$ cat config.mk
export PLATFORM = sky130hd
export DESIGN_NAME = mem_access_unit_flat
export DESIGN_NICKNAME = d
export VERILOG_FILES = /design/src/rtl/mem_access_unit_if.sv /design/src/rtl/mem_access_unit.sv /design/src/flat_wrapper.sv
export SDC_FILE = /design/constraint.sdc
export NUM_CORES = 1
export LEC_CHECK = 0
export CORE_ASPECT_RATIO = 0.5
export CORE_UTILIZATION = 41
export DETAILED_ROUTE_END_ITERATION = 10
export HOLD_SLACK_MARGIN = 0.1
export PLACE_DENSITY = 0.78
export SETUP_SLACK_MARGIN = 0.3
export SLEW_MARGIN = 20
export SYNTH_ARGS = -nofsm -noshare
export SYNTH_HDL_FRONTEND = slang
export SYNTH_SLANG_ARGS = --single-unit
$ cat constraint.sdc
create_clock -name clk -period 5.2 [get_ports clk]
set_input_delay 1.04 -clock clk [delete_from_list [all_inputs] [get_ports clk]]
set_output_delay 1.04 -clock clk [all_outputs]
set_load 0.01 [all_outputs]
$ cat src/rtl/mem_access_unit_if.sv
// Data-memory request/acknowledge bus between the MEM-stage access unit and data memory.
// The unit is the master; the memory (or its model) is the slave.
interface mem_access_unit_if;
  logic        dmem_req;
  logic        dmem_we;
  logic [31:0] dmem_addr;
  logic [3:0]  dmem_be;
  logic [31:0] dmem_wdata;
  logic [31:0] dmem_rdata;
  logic        dmem_ack;

  modport master (
    output dmem_req, dmem_we, dmem_addr, dmem_be, dmem_wdata,
    input  dmem_rdata, dmem_ack
  );

  modport slave (
    input  dmem_req, dmem_we, dmem_addr, dmem_be, dmem_wdata,
    output dmem_rdata, dmem_ack
  );
endinterface

$ cat src/rtl/mem_access_unit.sv
// MIPS MEM-stage data-memory access unit: issues loads/stores over a req/ack bus,
// stalls upstream while an access is outstanding and registers results for MEM/WB.
module mem_access_unit (
  input  logic                clk,
  input  logic                rst,
  input  logic                valid_in,
  input  logic                mem_read_in,
  input  logic                mem_write_in,
  input  logic [1:0]          size_in,
  input  logic                unsigned_in,
  input  logic [31:0]         alu_result_in,
  input  logic [31:0]         store_data_in,
  input  logic [4:0]          write_reg_in,
  input  logic                reg_write_in,
  input  logic                mem_to_reg_in,
  mem_access_unit_if.master   dmem,
  output logic                stall,
  output logic                wb_le,
  output logic [31:0]         mem_data_out,
  output logic [31:0]         alu_data_out,
  output logic [4:0]          write_reg_out,
  output logic                reg_write_out,
  output logic                mem_to_reg_out,
  output logic                misalign_out
);

  typedef enum logic {S_IDLE, S_BUSY} state_t;

  state_t      r_state, w_state_next;
  logic        w_stall, w_issue, w_done;
  logic        w_mem_op, w_misalign;
  logic [3:0]  w_be;
  logic [31:0] w_wdata;
  logic [7:0]  w_byte;
  logic [15:0] w_half;
  logic [31:0] w_load_data;

  // Bus registers
  logic        r_req, r_we;
  logic [31:0] r_addr, r_wdata;
  logic [3:0]  r_be;

  // Instruction captured at issue; upstream copy is ignored while BUSY
  logic        r_is_load, r_unsigned, r_reg_write, r_mem_to_reg;
  logic [1:0]  r_size, r_lane;
  logic [31:0] r_alu;
  logic [4:0]  r_write_reg;

  // MEM/WB-facing result registers
  logic        r_wb_le, r_misalign, r_reg_write_out, r_mem_to_reg_out;
  logic [31:0] r_mem_data, r_alu_data;
  logic [4:0]  r_write_reg_out;

  assign w_mem_op   = valid_in & (mem_read_in | mem_write_in);
  assign w_misalign = ((size_in == 2'b01) & alu_result_in[0]) |
                      (size_in[1] & (|alu_result_in[1:0]));

  // NOTE: every signal written here gets a default first, so no path leaves it unassigned and no latch is inferred.
  always_comb begin
    w_be    = 4'b1111;
    w_wdata = store_data_in;
    case (size_in)
      2'b00: begin
        w_be    = 4'b0001 << alu_result_in[1:0];
        w_wdata = {4{store_data_in[7:0]}};
      end
      2'b01: begin
        w_be    = 4'b0011 << alu_result_in[1:0];
        w_wdata = {2{store_data_in[15:0]}};
      end
      default: ;
    endcase
  end

  assign w_byte = dmem.dmem_rdata[{r_lane, 3'b000} +: 8];
  assign w_half = dmem.dmem_rdata[{r_lane[1], 4'b0000} +: 16];

  always_comb begin
    w_load_data = dmem.dmem_rdata;
    case (r_size)
      2'b00:   w_load_data = {{24{~r_unsigned & w_byte[7]}}, w_byte};
      2'b01:   w_load_data = {{16{~r_unsigned & w_half[15]}}, w_half};
      default: ;
    endcase
  end

  always_comb begin
    w_state_next = r_state;
    w_stall      = 1'b0;
    w_issue      = 1'b0;
    w_done       = 1'b0;
    case (r_state)
      S_IDLE: begin
        if (w_mem_op && !w_misalign) begin
          w_issue      = 1'b1;
          w_stall      = 1'b1;
          w_state_next = S_BUSY;
        end
      end
      S_BUSY: begin
        w_stall = ~dmem.dmem_ack;
        if (dmem.dmem_ack) begin
          w_done       = 1'b1;
          w_state_next = S_IDLE;
        end
      end
      default: w_state_next = S_IDLE;
    endcase
  end

  // NOTE: state is updated with non-blocking assignments so every flop samples pre-edge values.
  always_ff @(posedge clk or posedge rst) begin
    if (rst) r_state <= S_IDLE;
    else     r_state <= w_state_next;
  end

  always_ff @(posedge clk or posedge rst) begin
    if (rst) begin
      r_req            <= 1'b0;
      r_we             <= 1'b0;
      r_addr           <= '0;
      r_be             <= '0;
      r_wdata          <= '0;
      r_is_load        <= 1'b0;
      r_unsigned       <= 1'b0;
      r_reg_write      <= 1'b0;
      r_mem_to_reg     <= 1'b0;
      r_size           <= '0;
      r_lane           <= '0;
      r_alu            <= '0;
      r_write_reg      <= '0;
      r_wb_le          <= 1'b0;
      r_misalign       <= 1'b0;
      r_reg_write_out  <= 1'b0;
      r_mem_to_reg_out <= 1'b0;
      r_mem_data       <= '0;
      r_alu_data       <= '0;
      r_write_reg_out  <= '0;
    end else begin
      r_wb_le    <= 1'b0;
      r_misalign <= 1'b0;
      if (w_issue) begin
        r_req        <= 1'b1;
        r_we         <= mem_write_in;
        r_addr       <= {alu_result_in[31:2], 2'b00};
        r_be         <= w_be;
        r_wdata      <= w_wdata;
        r_is_load    <= ~mem_write_in;
        r_unsigned   <= unsigned_in;
        r_size       <= size_in;
        r_lane       <= alu_result_in[1:0];
        r_alu        <= alu_result_in;
        r_write_reg  <= write_reg_in;
        r_reg_write  <= reg_write_in;
        r_mem_to_reg <= mem_to_reg_in;
      end else if (r_state == S_IDLE && valid_in) begin
        // Non-memory or misaligned op: retire in one cycle without touching the bus
        r_wb_le          <= 1'b1;
        r_misalign       <= w_mem_op & w_misalign;
        r_mem_data       <= '0;
        r_alu_data       <= alu_result_in;
        r_write_reg_out  <= write_reg_in;
        r_reg_write_out  <= reg_write_in & ~(w_mem_op & w_misalign);
        r_mem_to_reg_out <= mem_to_reg_in;
      end else if (w_done) begin
        r_req            <= 1'b0;
        r_wb_le          <= 1'b1;
        r_mem_data       <= r_is_load ? w_load_data : 32'h0;
        r_alu_data       <= r_alu;
        r_write_reg_out  <= r_write_reg;
        r_reg_write_out  <= r_reg_write;
        r_mem_to_reg_out <= r_mem_to_reg;
      end
    end
  end

  assign dmem.dmem_req   = r_req;
  assign dmem.dmem_we    = r_we;
  assign dmem.dmem_addr  = r_addr;
  assign dmem.dmem_be    = r_be;
  assign dmem.dmem_wdata = r_wdata;

  assign stall          = w_stall;
  assign wb_le          = r_wb_le;
  assign misalign_out   = r_misalign;
  assign mem_data_out   = r_mem_data;
  assign alu_data_out   = r_alu_data;
  assign write_reg_out  = r_write_reg_out;
  assign reg_write_out  = r_reg_write_out;
  assign mem_to_reg_out = r_mem_to_reg_out;

endmodule

$ cat src/flat_wrapper.sv
// flat-port wrapper written by rule: the top's interface ports become plain ports
module mem_access_unit_flat 
  (clk, rst, valid_in, mem_read_in, mem_write_in, size_in, unsigned_in, alu_result_in, store_data_in, write_reg_in, reg_write_in, mem_to_reg_in, stall, wb_le, mem_data_out, alu_data_out, write_reg_out, reg_write_out, mem_to_reg_out, misalign_out, dmem_dmem_req, dmem_dmem_we, dmem_dmem_addr, dmem_dmem_be, dmem_dmem_wdata, dmem_dmem_rdata, dmem_dmem_ack);
  mem_access_unit_if dmem_i ();
  input  logic clk;
  input  logic rst;
  input  logic valid_in;
  input  logic mem_read_in;
  input  logic mem_write_in;
  input  logic [1:0] size_in;
  input  logic unsigned_in;
  input  logic [31:0] alu_result_in;
  input  logic [31:0] store_data_in;
  input  logic [4:0] write_reg_in;
  input  logic reg_write_in;
  input  logic mem_to_reg_in;
  output logic stall;
  output logic wb_le;
  output logic [31:0] mem_data_out;
  output logic [31:0] alu_data_out;
  output logic [4:0] write_reg_out;
  output logic reg_write_out;
  output logic mem_to_reg_out;
  output logic misalign_out;
  output wire logic [$bits(dmem_i.dmem_req)-1:0] dmem_dmem_req;
  output wire logic [$bits(dmem_i.dmem_we)-1:0] dmem_dmem_we;
  output wire logic [$bits(dmem_i.dmem_addr)-1:0] dmem_dmem_addr;
  output wire logic [$bits(dmem_i.dmem_be)-1:0] dmem_dmem_be;
  output wire logic [$bits(dmem_i.dmem_wdata)-1:0] dmem_dmem_wdata;
  input wire logic [$bits(dmem_i.dmem_rdata)-1:0] dmem_dmem_rdata;
  input wire logic [$bits(dmem_i.dmem_ack)-1:0] dmem_dmem_ack;
  assign dmem_dmem_req = dmem_i.dmem_req;
  assign dmem_dmem_we = dmem_i.dmem_we;
  assign dmem_dmem_addr = dmem_i.dmem_addr;
  assign dmem_dmem_be = dmem_i.dmem_be;
  assign dmem_dmem_wdata = dmem_i.dmem_wdata;
  assign dmem_i.dmem_rdata = dmem_dmem_rdata;
  assign dmem_i.dmem_ack = dmem_dmem_ack;
  mem_access_unit u_core (.clk(clk), .rst(rst), .valid_in(valid_in), .mem_read_in(mem_read_in), .mem_write_in(mem_write_in), .size_in(size_in), .unsigned_in(unsigned_in), .alu_result_in(alu_result_in), .store_data_in(store_data_in), .write_reg_in(write_reg_in), .reg_write_in(reg_write_in), .mem_to_reg_in(mem_to_reg_in), .dmem(dmem_i), .stall(stall), .wb_le(wb_le), .mem_data_out(mem_data_out), .alu_data_out(alu_data_out), .write_reg_out(write_reg_out), .reg_write_out(reg_write_out), .mem_to_reg_out(mem_to_reg_out), .misalign_out(misalign_out));
endmodule
==> impl_metrics.env <==
export IMPL_outcome="complete, no violations"
export IMPL_drtPass1Iterations=5
export IMPL_yosys_area_share_adder_pct=0
export IMPL_drt_initial_drc_count=438
export IMPL_ant_nets=0
export IMPL_crit_path_max_fanout=12
export IMPL_root_buffer="clkbuf_16"
export IMPL_synth_edf_count=0
export IMPL_die_h_um=96.0
export IMPL_vias=6446
export IMPL_yosys_area_top_type_share_pct=53.5
export IMPL_fin_nets=1104
export IMPL_power_density_nw_per_um2=414
export IMPL_final_hold_viol_count=0
export IMPL_setup_viol=0
export IMPL_leakagePower_uw=0.00460
export IMPL_yosys_area_top_type="dfrtp_1"
export IMPL_fp_dieW_um=190
export IMPL_clock_path_buffers=2
export IMPL_rsz0062_at_grt="no"
export IMPL_p_sw_share_pct=31.5
export IMPL_holdBufCountCts=0
export IMPL_grt_max_degree=156
export IMPL_cp_startpoint="size_in[1]"
export IMPL_seqPwrFrac_pct=39.7
export IMPL_synth_top_family_by_area="simple AND/OR/NAND/NOR gates"
export IMPL_drv_cap=0
export IMPL_synth_compound_area_share_pct=15.6
export IMPL_grt_pass1_vias=6248
export IMPL_regArea_um2=3880
export IMPL_ys_async_sr_fraction_pct=100
export IMPL_grtUsageTotal_pct=23.4
export IMPL_yosysUniqueCellTypes=49
export IMPL_cts_buffers=17
export IMPL_synth_ff_type="dfrtp_1"
export IMPL_layout_drive_gt1_share_pct=5.28
export IMPL_cts_tree="done"
export IMPL_syn_area_per_cell_um2=9.08
export IMPL_skew_ps=12.3
export IMPL_hold_class="flop to flop"
export IMPL_synthCells=798
export IMPL_syn_cell_area_um2=7250
export IMPL_synth_warnings=0
export IMPL_port_buffer_count=253
export IMPL_drc=0
export IMPL_n_antenna_cell=0
export IMPL_arrival_ps=2870
export IMPL_cts_setup_buffers=0
export IMPL_r2r_start="u_core.r_state$_DFF_PP0_"
export IMPL_area_growth_synth_to_final_pct=41.8
export IMPL_synth_simple_area_share_pct=19.6
export IMPL_grt_pass1_wl_mm=33.0
export IMPL_synthMostInstantiatedCell="nand2_1"
export IMPL_wl_per_cell_um=17.0
export IMPL_cts_sinks=155
export IMPL_synth_area_leaders="dfrtp_1 54%, nand2_1 13%, buf_4 3.4%, a31oi_1 3.4%, mux2i_1 3.3%"
export IMPL_ioPinCount=256
export IMPL_maxSlewViolCount=0
export IMPL_die_area_um2=18200
export IMPL_fin_crit_ps=3910
export IMPL_ys_ff_latch=155
export IMPL_max_slew_margin_pct=29.2
export IMPL_cts_repair_resized=0
export IMPL_synth_top_cells_by_count="251 x nand2_1, 155 x dfrtp_1, 54 x nor2_1"
export IMPL_nFillCells=1414
export IMPL_muxShareOfSynthArea_pct=3.78
export IMPL_drt_total_wl_mm=21.0
export IMPL_ctsHtreeMaxLevel=4
export IMPL_via_per_inst=5.24
export IMPL_clock_fmax_mhz=256
export IMPL_p_comb_share_pct=31.6
export IMPL_clock_latency_ps=420
export IMPL_worst_slew_pin_transition_ps=1060
export IMPL_worstHoldStart="u_core.dmem.dmem_wdata[1]$_DFFE_PP0P_"
export IMPL_crit_required_ps=4160
export IMPL_internal_power_uw=2910
export IMPL_clk_pin_slew_ps=60
export IMPL_gp_congestion=0.891
export IMPL_seq_area_frac_synth_pct=53.5
export IMPL_fin_hold_ws_ps=477
export IMPL_ir_drop_v=0.000290
export IMPL_crit_type="input pin to output port"
export IMPL_multiInputGateArea_um2=2870
export IMPL_start_util_pct=43.1
export IMPL_overflow=0
export IMPL_fin_tns_setup_ps=0
export IMPL_rows=33
export IMPL_clock_power_share_pct=28.7
export IMPL_synthXorXnorAreaFrac_pct=0.121
export IMPL_crit_path_end_kind="output port"
export IMPL_critPathLaunchType="input pin"
export IMPL_core_um2=16800
export IMPL_p_switching_uw=1340
export IMPL_dpl_hpwl_mm=14.5
export IMPL_fin_crit_sh_pct=75.1
export IMPL_antenna_found_initial=0
==> worst max-delay path, cell delays in order <==
cell,delay (ps)
clkdlybuf4s50_1,620
o21ai_0,330
nand4_1,150
o21ai_0,140
clkdlybuf4s50_1,590
==> final timing paths <==
| check | end | slack, ps | cells after the start |
|---|---|---|---|
| max | stall | 1290 | 5 |
| min | u_core.dmem.dmem_wdata[1]$_DFFE_PP0P_ | 480 | 2 |
| max reg2reg | u_core.alu_data_out[22]$_DFFE_PP0P_ | 2750 | 8 |
| min reg2reg | u_core.dmem.dmem_wdata[1]$_DFFE_PP0P_ | 480 | 2 |
| max in group asynchronous | u_core.alu_data_out[22]$_DFFE_PP0P_ | 3380 | 3 |
| min in group asynchronous | u_core.mem_data_out[29]$_DFFE_PP0P_ | 1220 | 3 |
==> cells by family after synthesis <==
| logic type | Yosys count |
|---|---|
| AOI/OAI and AO/OA | 166 |
| xor gates and xnor gates | 1 |
| buffers and inverters | 102 |
| DFF | 155 |
| muxes | 26 |
| other | 1 |
| and+or+nand+nor | 347 |
==> area by class of cell <==
class	count	share of cell area, %
well taps	227	2.76
clock inverters	14	1.41
inverters	13	0.511
multi-input cells	542	27.9
flip-flops and latches	155	37.7
repair buffers	263	25.5
clock buffers	17	4.14
==> through the flow <==
stage	power, uW	instances	instance area (um2)	worst slack [ps]	util (%)
floorplan	2350	799	7250	1860	-
global placement	3010	1200	9690	1400	57.7
detailed placement	3060	1200	9710	1340	57.8
CTS	4290	1231	10300	1330	61.1
global route	4490	1231	10300	1230	61.1
finish	4250	1231	10300	1290	61.1
==> power groups by stage <==
stage / Clock (uW) / Sequential, uW / Combinational, uW
global route: 1300 / 1720 / 1460
global placement: 0 / 1700 / 1320
detailed placement: 0 / 1710 / 1350
finish: 1220 / 1690 / 1340
floorplan: 0 / 1750 / 609
CTS: 1250 / 1690 / 1360
==> layer usage <==
metal,track usage [%],part of all wire [%]
met4,9.48,3.3
met3,5.21,5.7
met5,0,0
met2,39.3,49
met1,29.7,42
==> placed cells by master (no fill, tap or decap), drive strengths merged, types with 8 or more instances in the layout <==
cell type	Yosys	layout
a21o	18	18
a31oi	39	39
mux2i	24	24
dfrtp	155	155
clkdlybuf4s50	0	253
clkinv	1	9
clkbuf	39	17
nand2	251	251
buf	50	10
a221o	10	10
a22o	18	18
nor2b	18	18
nor2	54	54
a211oi	8	8
inv	12	14
o21ai	37	37
a21oi	16	16
Note: power is estimated with default switching activity, not from simulation.
==> RTL edit (config.mk and constraints unchanged) <==
Make the reset (`rst`) synchronous in 2 clocked blocks.
--- a/src/rtl/mem_access_unit.sv
+++ b/src/rtl/mem_access_unit.sv
@@ -109,12 +109,12 @@
   end
 
   // NOTE: state is updated with non-blocking assignments so every flop samples pre-edge values.
-  always_ff @(posedge clk or posedge rst) begin
+  always_ff @(posedge clk) begin
     if (rst) r_state <= S_IDLE;
     else     r_state <= w_state_next;
   end
 
-  always_ff @(posedge clk or posedge rst) begin
+  always_ff @(posedge clk) begin
     if (rst) begin
       r_req            <= 1'b0;
       r_we             <= 1'b0;
Function: differs if rst is asserted again (counterexample within 4 cycles, from zero or initial values and one cycle with rst high); with rst held inactive, the same outputs for 4 cycles.
==> RTL edit against the original RTL <==
  * Sequential share of layout area down 5.7 points
  * Synthesized area down 5.9%
  * Final area down 5.8%
  * Sequential cell count unchanged
  * Synthesized cell count down 6.8%
  * Routed wire length down 4.5%
  * Setup slack worse by 100 ps
  * Critical path depth unchanged
  * Critical path type unchanged
Power is not compared: it rests on default switching activity, and its combinational part moved more than twofold at a synthesized area within 25%.
==> RTL edit: results (changes against the original RTL) <==
metric;value;unit;change
n_diodes;0;;unchanged
via/cell ratio;5.396;;+3.0%
outcome;complete, no violations;;
Hold Crit Start;u_core.mem_data_out[0];;
First DRT Iteration DRCs;451;;+3.0%
Cell variety after synth;54;;+10%
Avg WL per Cell;17.25;um;+1.3%
sequential area share after synthesis;45.48;%;-8.0 points
clk_lat worst skew;420;ps;about the same
# H-tree levels;4;;unchanged
Commonest cells post-synth;155 x dfxtp_1, 115 x nand2_1, 95 x a21oi_1, 41 x a22oi_1, 41 x nand3_1;;
Total Routing Usage GR;23.15;%;-0.26 points
Num CTS Buffers;17;;unchanged
largest net degree at the start of global routing;66;;-58%
CTS clk-pin slew, worst paths;60;ps;about the same
path category of the worst min-delay check;flip-flop to flip-flop;;
CP peak stage delay;600;ps;-20 ps
layout cell share with drive strength beyond 1;6.922;%;+1.6 points
Final Skew;12.00;ps;-0.3445 ps
top post-synthesis cells by area;dfxtp_1 45%, a21oi_1 7.0%, nand2_1 6.3%;;
first-pass GRT wire length;31570;um;-4.4%
crit-path max FO;9;;-3
HPWL Detailed;13770;um;-5.2%
worst reg-to-reg path cell count;5;;-3
top_reg_cell synth;dfxtp_1;;
Synth async-reset ratio;0;%;-100 points
vias in the first global route;5979;;-4.3%
crit path from;mem_write_in;;
Hold EP;u_core.mem_data_out[0];;
worst hold path depth;1;;-1
worst r2r src;u_core.r_state;;
Final nets;1039;;-5.9%
Setup Buffers After CTS;0;;unchanged
Port Buffer Count;253;;unchanged
post-synth top area share;45.48;%;-8.0 points
RR Endpoint;u_core.r_alu[11];;
Fill cells;1327;;-6.2%
worst-margin pin slew;930.3;ps;-127.9 ps
GPL Wtd Cong;0.8374;;-6.0%
-- RTL edit: cell type report --
cell class,instances,share of cell area [%]
clock buffer,19,4.471
clock inverter,12,2.042
inverter,5,0.1938
multi-input combinational,487,31.64
sequential,155,32.05
tap,221,2.856
timing repair buffer,261,26.75
-- RTL edit: how the worst max path moves through the flow --
stage / end / cells past startpoint / slack, ps
after detailed placement: stall / 5 / 1210
after floorplan: stall / 5 / 2310
after global routing: stall / 5 / 1020
after global placement: stall / 5 / 1230
after CTS: stall / 5 / 1200
final: stall / 5 / 1190
-- RTL edit: per-stage QoR --
| step | hold WS, ps | total power [uW] | setup WS (ps) | instance area [um2] | cells |
|---|---|---|---|---|---|
| final | 449.4 | 3077 | 1192 | 9683 | 1160 |
| after global routing | 462.4 | 3185 | 1025 | 9683 | 1160 |
| after CTS | 452.8 | 3093 | 1195 | 9683 | 1160 |
| after detailed placement | 439.1 | 1758 | 1207 | 9052 | 1129 |
| after global placement | 432.9 | 1749 | 1227 | 9052 | 1129 |
| after floorplan | 436.0 | 1542 | 2309 | 6827 | 745 |
-- RTL edit: layer usage --
layer | track usage, % | share of wire, %
met4 | 8.403 | 2.2
met3 | 4.945 | 5.5
met5 | 0 | 0
met2 | 39.31 | 48
met1 | 29.01 | 44
-- RTL edit: kinds of logic (layout without fill, tap and decap cells) --
kind of cell / Yosys count / count (layout) / share of synthesized area (%)
buffers and inverters: 103 / 297 / 9.719
multiplexers: 25 / 25 / 5.208
flip-flops: 155 / 155 / 45.48
other: 1 / 2 / 0.05496
AO/OA/AOI/OAI: 236 / 236 / 24.94
AND/OR/NAND/NOR: 223 / 223 / 14.47
XOR/XNOR: 1 / 1 / 0.1284
-- RTL edit: power breakdown --
| part | internal, uW | total [uW] | switching, uW | leakage [uW] |
|---|---|---|---|---|
| Sequential | 1240 | 1280 | 35.4 | 0.00126 |
| Clock | 848 | 1340 | 495 | 0.000303 |
| Combinational | 235 | 455 | 220 | 0.00189 |
